## config.mk

```make
export PLATFORM = sky130hd
export DESIGN_NAME = detector_jogada
export DESIGN_NICKNAME = d
export VERILOG_FILES = /design/src/rtl/detector_jogada.sv
export SDC_FILE = /design/constraint.sdc
export NUM_CORES = 1
export LEC_CHECK = 0
export BUFFER_PORTS_ARGS = -buffer_cell sky130_fd_sc_hd__buf_2
export CORE_ASPECT_RATIO = 0.9
export CORE_MARGIN = 5
export CORE_UTILIZATION = 27
export DETAILED_ROUTE_END_ITERATION = 10
export GPL_TIMING_DRIVEN = 0
export HOLD_SLACK_MARGIN = 0.03
export PLACE_DENSITY_LB_ADDON = 0.12
export SLEW_MARGIN = 0
export SYNTH_ARGS = -nofsm -noshare
export SYNTH_HDL_FRONTEND = slang
export SYNTH_SLANG_ARGS = --single-unit
```

## constraint.sdc

```tcl
create_clock -name clock -period 3.5 [get_ports clock]
set_input_delay 0.175 -clock clock [delete_from_list [all_inputs] [get_ports clock]]
set_output_delay 0.175 -clock clock [all_outputs]
set_load 0.02 [all_outputs]
```

## src/rtl/detector_jogada.sv

```systemverilog
// -----------------------------------------------------------------------------
// detector_jogada
//
// Input conditioning for the memory-game buttons. The four raw button levels
// are synchronized and debounced, and exactly one key is accepted per
// press/release cycle. The accepted key is held as a one-hot code. A one-cycle
// strobe marks each acceptance. A stable press of more than one key is
// rejected with its own one-cycle strobe.
//
// Parameters
//   DEBOUNCE_CYCLES  stable synchronized samples needed to accept a press or a
//                    release (legal 3..2^20)
//
// Ports
//   clock            system clock, rising edge
//   reset            synchronous, active-high reset
//   habilita         controller permits a new play
//   botoes[3:0]      raw asynchronous button levels, 1 = pressed
//   jogada[3:0]      last accepted one-hot key, held until the next acceptance
//   jogada_feita     one-cycle strobe: jogada has just been loaded
//   jogada_invalida  one-cycle strobe: the stable press was not one-hot
//   db_estado[2:0]   current FSM state code (debug)
// -----------------------------------------------------------------------------
module detector_jogada #(
  parameter int unsigned DEBOUNCE_CYCLES = 4
) (
  input  logic       clock,
  input  logic       reset,
  input  logic       habilita,
  input  logic [3:0] botoes,
  output logic [3:0] jogada,
  output logic       jogada_feita,
  output logic       jogada_invalida,
  output logic [2:0] db_estado
);

  localparam int unsigned CW = $clog2(DEBOUNCE_CYCLES);
  localparam logic [CW-1:0] CNT_LAST = CW'(DEBOUNCE_CYCLES - 1);

  typedef enum logic [2:0] {
    ESPERA         = 3'b000,
    FILTRA_PRESS   = 3'b001,
    REGISTRA       = 3'b010,
    INVALIDA       = 3'b011,
    AGUARDA_SOLTAR = 3'b100,
    FILTRA_SOLT    = 3'b101
  } estado_t;

  estado_t       estado, estado_next;
  logic [3:0]    sync1, s;
  logic [CW-1:0] cnt, cnt_next;
  logic [3:0]    amostra, amostra_next;
  logic          carrega_jogada;

  // Two-flop synchronizer; only s is ever used by the FSM.
  // NOTE: sequential state uses non-blocking assignments so every flop samples
  // the pre-edge value of its neighbours, which is what makes the chain work.
  always_ff @(posedge clock) begin
    if (reset) begin
      sync1 <= '0;
      s     <= '0;
    end else begin
      sync1 <= botoes;
      s     <= sync1;
    end
  end

  // State register plus the datapath registers it steers.
  // Resetting into AGUARDA_SOLTAR means a key held through reset must be
  // released and debounced before any new press can be accepted.
  always_ff @(posedge clock) begin
    if (reset) begin
      estado  <= AGUARDA_SOLTAR;
      cnt     <= '0;
      amostra <= '0;
      jogada  <= '0;
    end else begin
      estado  <= estado_next;
      cnt     <= cnt_next;
      amostra <= amostra_next;
      if (carrega_jogada) jogada <= amostra;
    end
  end

  // Next-state and datapath-update logic.
  always_comb begin
    // NOTE: every signal gets a default before the case so no path leaves one
    // unassigned, which would otherwise infer a latch.
    estado_next    = estado;
    cnt_next       = cnt;
    amostra_next   = amostra;
    carrega_jogada = 1'b0;
    unique case (estado)
      ESPERA: begin
        if (habilita && (s != 4'b0000)) begin
          estado_next  = FILTRA_PRESS;
          amostra_next = s;
          cnt_next     = '0;
        end
      end
      FILTRA_PRESS: begin
        // Losing the key or the permission wins over reaching terminal count.
        if ((s == 4'b0000) || !habilita) begin
          estado_next = ESPERA;
        end else if (s != amostra) begin
          amostra_next = s;
          cnt_next     = '0;
        end else if (cnt == CNT_LAST) begin
          if ($onehot(amostra)) begin
            estado_next    = REGISTRA;
            carrega_jogada = 1'b1;
          end else begin
            estado_next = INVALIDA;
          end
        end else begin
          cnt_next = cnt + CW'(1);
        end
      end
      REGISTRA, INVALIDA: estado_next = AGUARDA_SOLTAR;
      AGUARDA_SOLTAR: begin
        if (s == 4'b0000) begin
          estado_next = FILTRA_SOLT;
          cnt_next    = '0;
        end
      end
      FILTRA_SOLT: begin
        if (s != 4'b0000) begin
          estado_next = AGUARDA_SOLTAR;
        end else if (cnt == CNT_LAST) begin
          estado_next = ESPERA;
        end else begin
          cnt_next = cnt + CW'(1);
        end
      end
      // Unused codes recover through the release path, never via a strobe.
      default: estado_next = AGUARDA_SOLTAR;
    endcase
  end

  // Moore outputs decoded from the state register.
  always_comb begin
    jogada_feita    = (estado == REGISTRA);
    jogada_invalida = (estado == INVALIDA);
    db_estado       = estado;
  end

endmodule

```

==> results.tsv, run 1 <==
metric	value	unit
dr.pass1.iters	4	
route.vias.total	956	
die_y	70.4	microns
htreeDepth	1	
synth_warnings	0	
synth_flop_cell	dfxtp_1	
yosysSeqAreaShare	38.4	%
nets	146	
holdBufCountCts	0	
die_area	5440	sq um
p_per_area	367	nW/um^2
cp.arrival	2.83	ns
syn_nets	126	
startpoint_type	flip-flop	
grt-ovfl-total	0	
clock-sinks	21	
drt_first_iter_violations	38	
clk_path_buf_depth	2	
timing.hold.ws	0.120	ns
reg2reg_depth	9	
cp_cell_sequence	inv_1 -> fa_1 -> inv_1 -> ha_1 -> ha_1 -> nor3b_1 -> nand4_1 -> o31ai_1 -> a21oi_1	
routed_wl	2840	microns
synthArstFlopShare	0	%
die_w	77.2	microns
hold_depth	2	
setup_viol	0	
fin_setup_tns	0	ns
ant_nets	0	
post_cts_resized	0	
routedWlPerCell	15.5	microns
synth_top_area_share	38.4	%
leakagePower	0.501	nW
rsz0062_at_grt	false	
tightestPinTransition	0.478	ns
max_cap_violations	0	
hp-class	primary input to flip-flop	
synthDistinctLibCells	39	
dp_hpwl	2110	microns
critPathTopFamily	adder cells	
hold_violations	0	
status	finished clean	
cpPeakStageDelay	0.54	ns
slowest_stage	fa_1	
pin_count	16	
synth_largest_area_cell	dfxtp_1	
antenna_found_initial	0	
synth_most_common_cell	dfxtp_1	
syn_area	1100	sq um
yosys-top-cells-area	dfxtp_1 (38%), nor2b_1 (4.6%), or4b_1 (3.7%), nor4b_1 (3.2%), o311ai_0 (3.2%)	
rows	22	
drc	0	
cts_tree	built	
period_minus_slack	2.68	ns
avgSynthCellArea	9.45	sq um
viasPerCell	5.22	
endpoint_kind	flip-flop	
start_util	27.5	%
synth_edf_count	0	
ir_drop	0.140	mV
cp_num_buf_inv	2	
ys_top_cells_by_count	dfxtp_1 (21), inv_1 (9), nor2b_1 (8)	
fmax	373	MHz
cp_data_required_time	3.65	ns
finalMaxSlewViolations	0	
routabilityCongestion	0.790	
clock_latency	0.26	ns
synthCells	116	
cts_root_buf	clkbuf_8	
finalClockSkew	0.00629	ns
grt_pass1_wl	4890	microns
path_max_fanout	5	
area_growth	16.6	%
cp.depth	9	
post_cts_buffers	0	
ys_ff_latch	21	
core	3990	sq um
critical_path_class	flip-flop to flip-flop	
diodes	0	
grt_max_degree	13	
post_route_cells_drive_above_1_share	23.0	%
finalCritPeriodShare	76.6	%
path_clk_slew	0.09	ns
portBuffers	15	
grt_pass1_vias	988	
grt_usage	11.0	%
maxSlewHeadroom	68.2	%
numCtsBuffers	3	
## worst paths after layout
path | from | to | slack [ns]
min reg2reg | sync1[1]$_SDFF_PP0_ | s[1]$_SDFF_PP0_ | 0.44
min | botoes[1] | sync1[1]$_SDFF_PP0_ | 0.12
max reg2reg | amostra[0]$_SDFFE_PP0P_ | jogada[2]$_SDFFE_PP0P_ | 0.82
max | amostra[0]$_SDFFE_PP0P_ | jogada[2]$_SDFFE_PP0P_ | 0.82
## layout by cell type, fill, tap and decap left out, types with 2 or more instances in the layout
cell type	count
clkbuf_8	3
inv_1	9
nand2_1	6
nor4b_1	4
or4b_1	4
a21oi_1	4
dfxtp_1	21
nor3b_1	2
nor2b_1	8
nor2_1	2
o31ai_1	4
nand3_1	3
ha_1	2
o311ai_0	4
o21ai_0	3
nor4_1	2
buf_2	17
xor2_1	4
a31oi_1	5
buf_6	3
nand4_1	5
## layer usage
layer  global-route usage [%]  wire (microns)  up-vias
met3                     2.06              62        4
met5                        0               0        -
met1                     15.3            1450      468
met4                     4.39              42        0
li1                         -               -      471
met2                     16.5            1290       13
## stage by stage
| stage | setup slack, ns | area [sq um] | total power, mW | instances | util, % |
|---|---|---|---|---|---|
| 2_1_floorplan | 1.22 | 1100 | 0.294 | 116 | - |
| 3_3_place_gp | 0.850 | 1230 | 0.310 | 179 | 30.8 |
| 3_5_place_dp | 0.770 | 1230 | 0.311 | 179 | 30.8 |
| 4_1_cts | 0.757 | 1280 | 0.475 | 183 | 32.0 |
| 5_1_grt | 0.573 | 1280 | 0.491 | 183 | 32.0 |
| 6_report | 0.819 | 1280 | 0.469 | 183 | 32.0 |
## registers in the layout, indices dropped and copies added, names as in the netlist
name       flops
s              4
sync1          4
jogada         4
db_estado      3
cnt            2
amostra        4
## layout make-up
class                      count  area (sq um)
fill                         427          2710
multi-input combinational     79           591
sequential                    21           420
timing repair buffer          15          75.1
tap                           48          60.1
buffer                         7          51.3
clock buffer                   3          41.3
inverter                       9          33.8
clock inverter                 1          5.00
## where the power goes
part	internal [mW]	leakage [nW]	switching [mW]
sequential	0.245	0.171	0.00541
clock	0.0793	0.0255	0.0844
combinational	0.0237	0.304	0.0306
## kinds of logic after synthesis
logic type / Yosys count / share of synthesized area [%]
mux: 1 / 2.05
simple gates: 47 / 29.3
compound gates: 24 / 15.2
flops: 21 / 38.4
buf+inv: 16 / 7.76
xor+xnor: 4 / 3.20
fa+ha+maj: 3 / 4.11
(Power assumes the default switching activity.)
==> inputs of run 2 (changes only) <==
--- a/config.mk
+++ b/config.mk
@@ -5,6 +5,7 @@
 export SDC_FILE = /design/constraint.sdc
 export NUM_CORES = 1
 export LEC_CHECK = 0
+export ABC_AREA = 1
 export BUFFER_PORTS_ARGS = -buffer_cell sky130_fd_sc_hd__buf_2
 export CORE_ASPECT_RATIO = 0.9
 export CORE_MARGIN = 5
==> constraint.sdc (replaced) <==
create_clock -name clock -period 2.15 [get_ports clock]
set_input_delay 0.1075 -clock clock [delete_from_list [all_inputs] [get_ports clock]]
set_output_delay 0.1075 -clock clock [all_outputs]
set_load 0.02 [all_outputs]
==> results.tsv, run 2 <==
metric	value	unit	change
p_per_area	773	nW/um^2	+110%
route.vias.total	963		+0.73%
diodes	0		unchanged
ant_nets	0		unchanged
pin_count	16		unchanged
p_comb_share	35.0	%	+23 points
endpoint_kind	flip-flop		
numCtsBuffers	3		unchanged
grt_pass1_vias	940		-4.9%
clock_latency	0.26	ns	about the same
m1WireLength	1140	microns	-21%
cp_data_required_time	2.30	ns	-1.35 ns
synthDistinctLibCells	26		-33%
drc	0		unchanged
rsz0062_at_grt	true		
dr.pass1.iters	4		unchanged
post_route_cells_drive_above_1_share	37.9	%	+15 points
routabilityCongestion	0.762		-3.6%
final_util	35.0	%	+3.0 points
grt-ovfl-total	0		unchanged
yosys-top-cells-area	dfxtp_1 (37%), nand2_1 (11%), inv_1 (7.9%), nor2_1 (7.6%), nor2_4 (4.0%)		
setup_viol	4		+4
holdBufCountCts	0		unchanged
fmax	460	MHz	+23%
grt_pass1_wl	4170	microns	-15%
synth_edf_count	0		unchanged
ys_top_cells_by_count	nand2_1 (34), inv_1 (24), nor2_1 (23)		
synth_flop_cell	dfxtp_1		
routed_wl	2330	microns	-18%
nets	193		+32%
finalMaxSlewViolations	0		unchanged
hp-class	primary input to flip-flop		
timing.hold.ws	0.0487	ns	-0.0714 ns
avgSynthCellArea	7.17	sq um	-24%
violations	setup timing		
synth_most_common_cell	nand2_1		
die_w	78.3	microns	+1.5%
ys_ff_latch	21		unchanged
internal-power	0.699	mW	+100%
synth_top_area_share	37.1	%	-1.3 points
htreeDepth	1		unchanged
finalWorstSetupSlack	-0.0261	ns	-0.846 ns
yosysSeqAreaShare	37.1	%	-1.3 points
dr_wl_met2	1070	microns	-17%
core	4070	sq um	+2.1%
cts_root_buf	clkbuf_8		
clock-sinks	21		unchanged
syn_area	1130	sq um	+3.4%
synth_warnings	0		unchanged
rows	22		unchanged
finalClockSkew	0.00249	ns	-0.00381 ns
syn_nets	168		+33%
wl_met3	102	microns	+65%
cp_num_buf_inv	2		unchanged
path_max_fanout	5		unchanged
slowest_stage	fa_1		
clk_path_buf_depth	2		unchanged
seqPwrFrac	41.9	%	-12 points
tightestPinTransition	0.447	ns	-0.0308 ns
grt_max_degree	13		unchanged
status	complete, but fails checks		
final_common_cell	nand2_1		
die_y	71.5	microns	+1.5%
maxSlewHeadroom	70.2	%	+2.1 points
cts_tree	built		
die_area	5600	sq um	+3.0%
critPathTopFamily	adder cells		
start_util	27.8	%	+0.36 points
cp.arrival	2.33	ns	-0.50 ns
max_cap_violations	0		unchanged
fin_total_pwr	1.10	mW	+140%
synth_largest_area_cell	dfxtp_1		
area_growth	25.8	%	
grt_usage	9.23	%	-1.7 points
dp_hpwl	1820	microns	-14%
cpPeakStageDelay	0.54	ns	about the same
startpoint_type	flip-flop		
topRoutingLayerUsed	met4		
synthArstFlopShare	0	%	unchanged
period_minus_slack	2.18	ns	-0.504 ns
synthCells	158		+36%
leakagePower	0.681	nW	+36%
p_sw	0.404	mW	+240%
hold_violations	0		unchanged
cp_cell_sequence	inv_2 -> fa_1 -> inv_2 -> ha_4 -> ha_4 -> nor3b_4 -> nand3_2 -> nor2_4 -> nand2_4 -> o21ai_2 -> nor2_1		
final_cell_mix	nand2_1 (34), nor2_1 (23), inv_1 (21), dfxtp_1 (18), buf_2 (15)		
antenna_found_initial	0		unchanged
switching_share	36.7	%	+11 points
portBuffers	15		unchanged
finalCritPeriodShare	101	%	+25 points
path_clk_slew	0.08	ns	about the same
critical_path_class	flip-flop to flip-flop		
drt_first_iter_violations	47		+24%
viasPerCell	4.19		-20%
ir_drop	0.364	mV	+160%
routedWlPerCell	10.1	microns	-35%
pwr-share-clk	23.1	%	-12 points
[run 2: logic make-up (layout without fill, tap and decap cells)]
kind of cell / Yosys count / after routing / share of synthesized area (%)
and+or+nand+nor: 91 / 91 / 42.5
buffers and inverters: 33 / 57 / 11.5
DFF: 21 / 21 / 37.1
AOI/OAI and AO/OA: 10 / 10 / 4.97
adders and majority gates: 3 / 3 / 3.97
[run 2: per-layer routing]
metal  vias to the layer above  track usage (%)
li1                        519                -
met1                       426             11.8
met2                        16             15.3
met3                         2             2.01
met4                         0             3.50
met5                         -                0
[run 2: cell type report]
class                   instances  area [sq um]
fillers                       436          2650
inverters                      31           120
multi-input cells             104           649
flip-flops and latches         21           427
well taps                      48          60.1
clock inverters                 1          5.00
repair buffers                 20           113
plain buffers                   2          11.3
clock buffers                   3          41.3
[run 2: power by group through the flow]
stage / Combinational [mW] / Clock, mW / Sequential, mW
finish: 0.386 / 0.255 / 0.462
global route: 0.440 / 0.291 / 0.471
CTS: 0.386 / 0.261 / 0.463
detailed placement: 0.377 / 0 / 0.471
global placement: 0.380 / 0 / 0.469
floorplan: 0.291 / 0 / 0.482
[run 2: what timing repair did]
| action | 4_1_cts | 5_1_grt |
|---|---|---|
| cloned | 0 | 0 |
| gates resized for setup | 17 | 5 |
| buffers inserted | 4 | 1 |
| pin swaps | 8 | 8 |
| endpoints found under the setup margin | 5 | 5 |
| hold endpoints to repair | 0 | 0 |
[run 2: worst min-delay path, cell delays in order]
cell,delay [ns]
buf_2,0.09
inv_1,0.04
nor2_1,0.03
[run 2: path summary, 6_finish.rpt]
| path | start | endpoint | slack [ns] | depth (start not counted) |
|---|---|---|---|---|
| worst max-delay path | amostra[0]$_SDFFE_PP0P_ | jogada[2]$_SDFFE_PP0P_ | -0.03 | 11 |
| worst min-delay path | botoes[1] | sync1[1]$_SDFF_PP0_ | 0.05 | 3 |
| worst max register to register | amostra[0]$_SDFFE_PP0P_ | jogada[2]$_SDFFE_PP0P_ | -0.03 | 11 |
| worst min register to register | sync1[2]$_SDFF_PP0_ | s[2]$_SDFF_PP0_ | 0.41 | 2 |
[run 2: per-stage QoR]
step	setup WS, ns	std cells	setup TNS [ns]	instance area [sq um]
final	-0.0261	230	-0.0862	1430
after global routing	-0.148	230	-0.482	1430
after CTS	-0.169	229	-0.582	1400
after detailed placement	-0.315	221	-1.19	1270
after global placement	-0.279	221	-1.03	1270
after floorplan	0.0118	158	0	1140
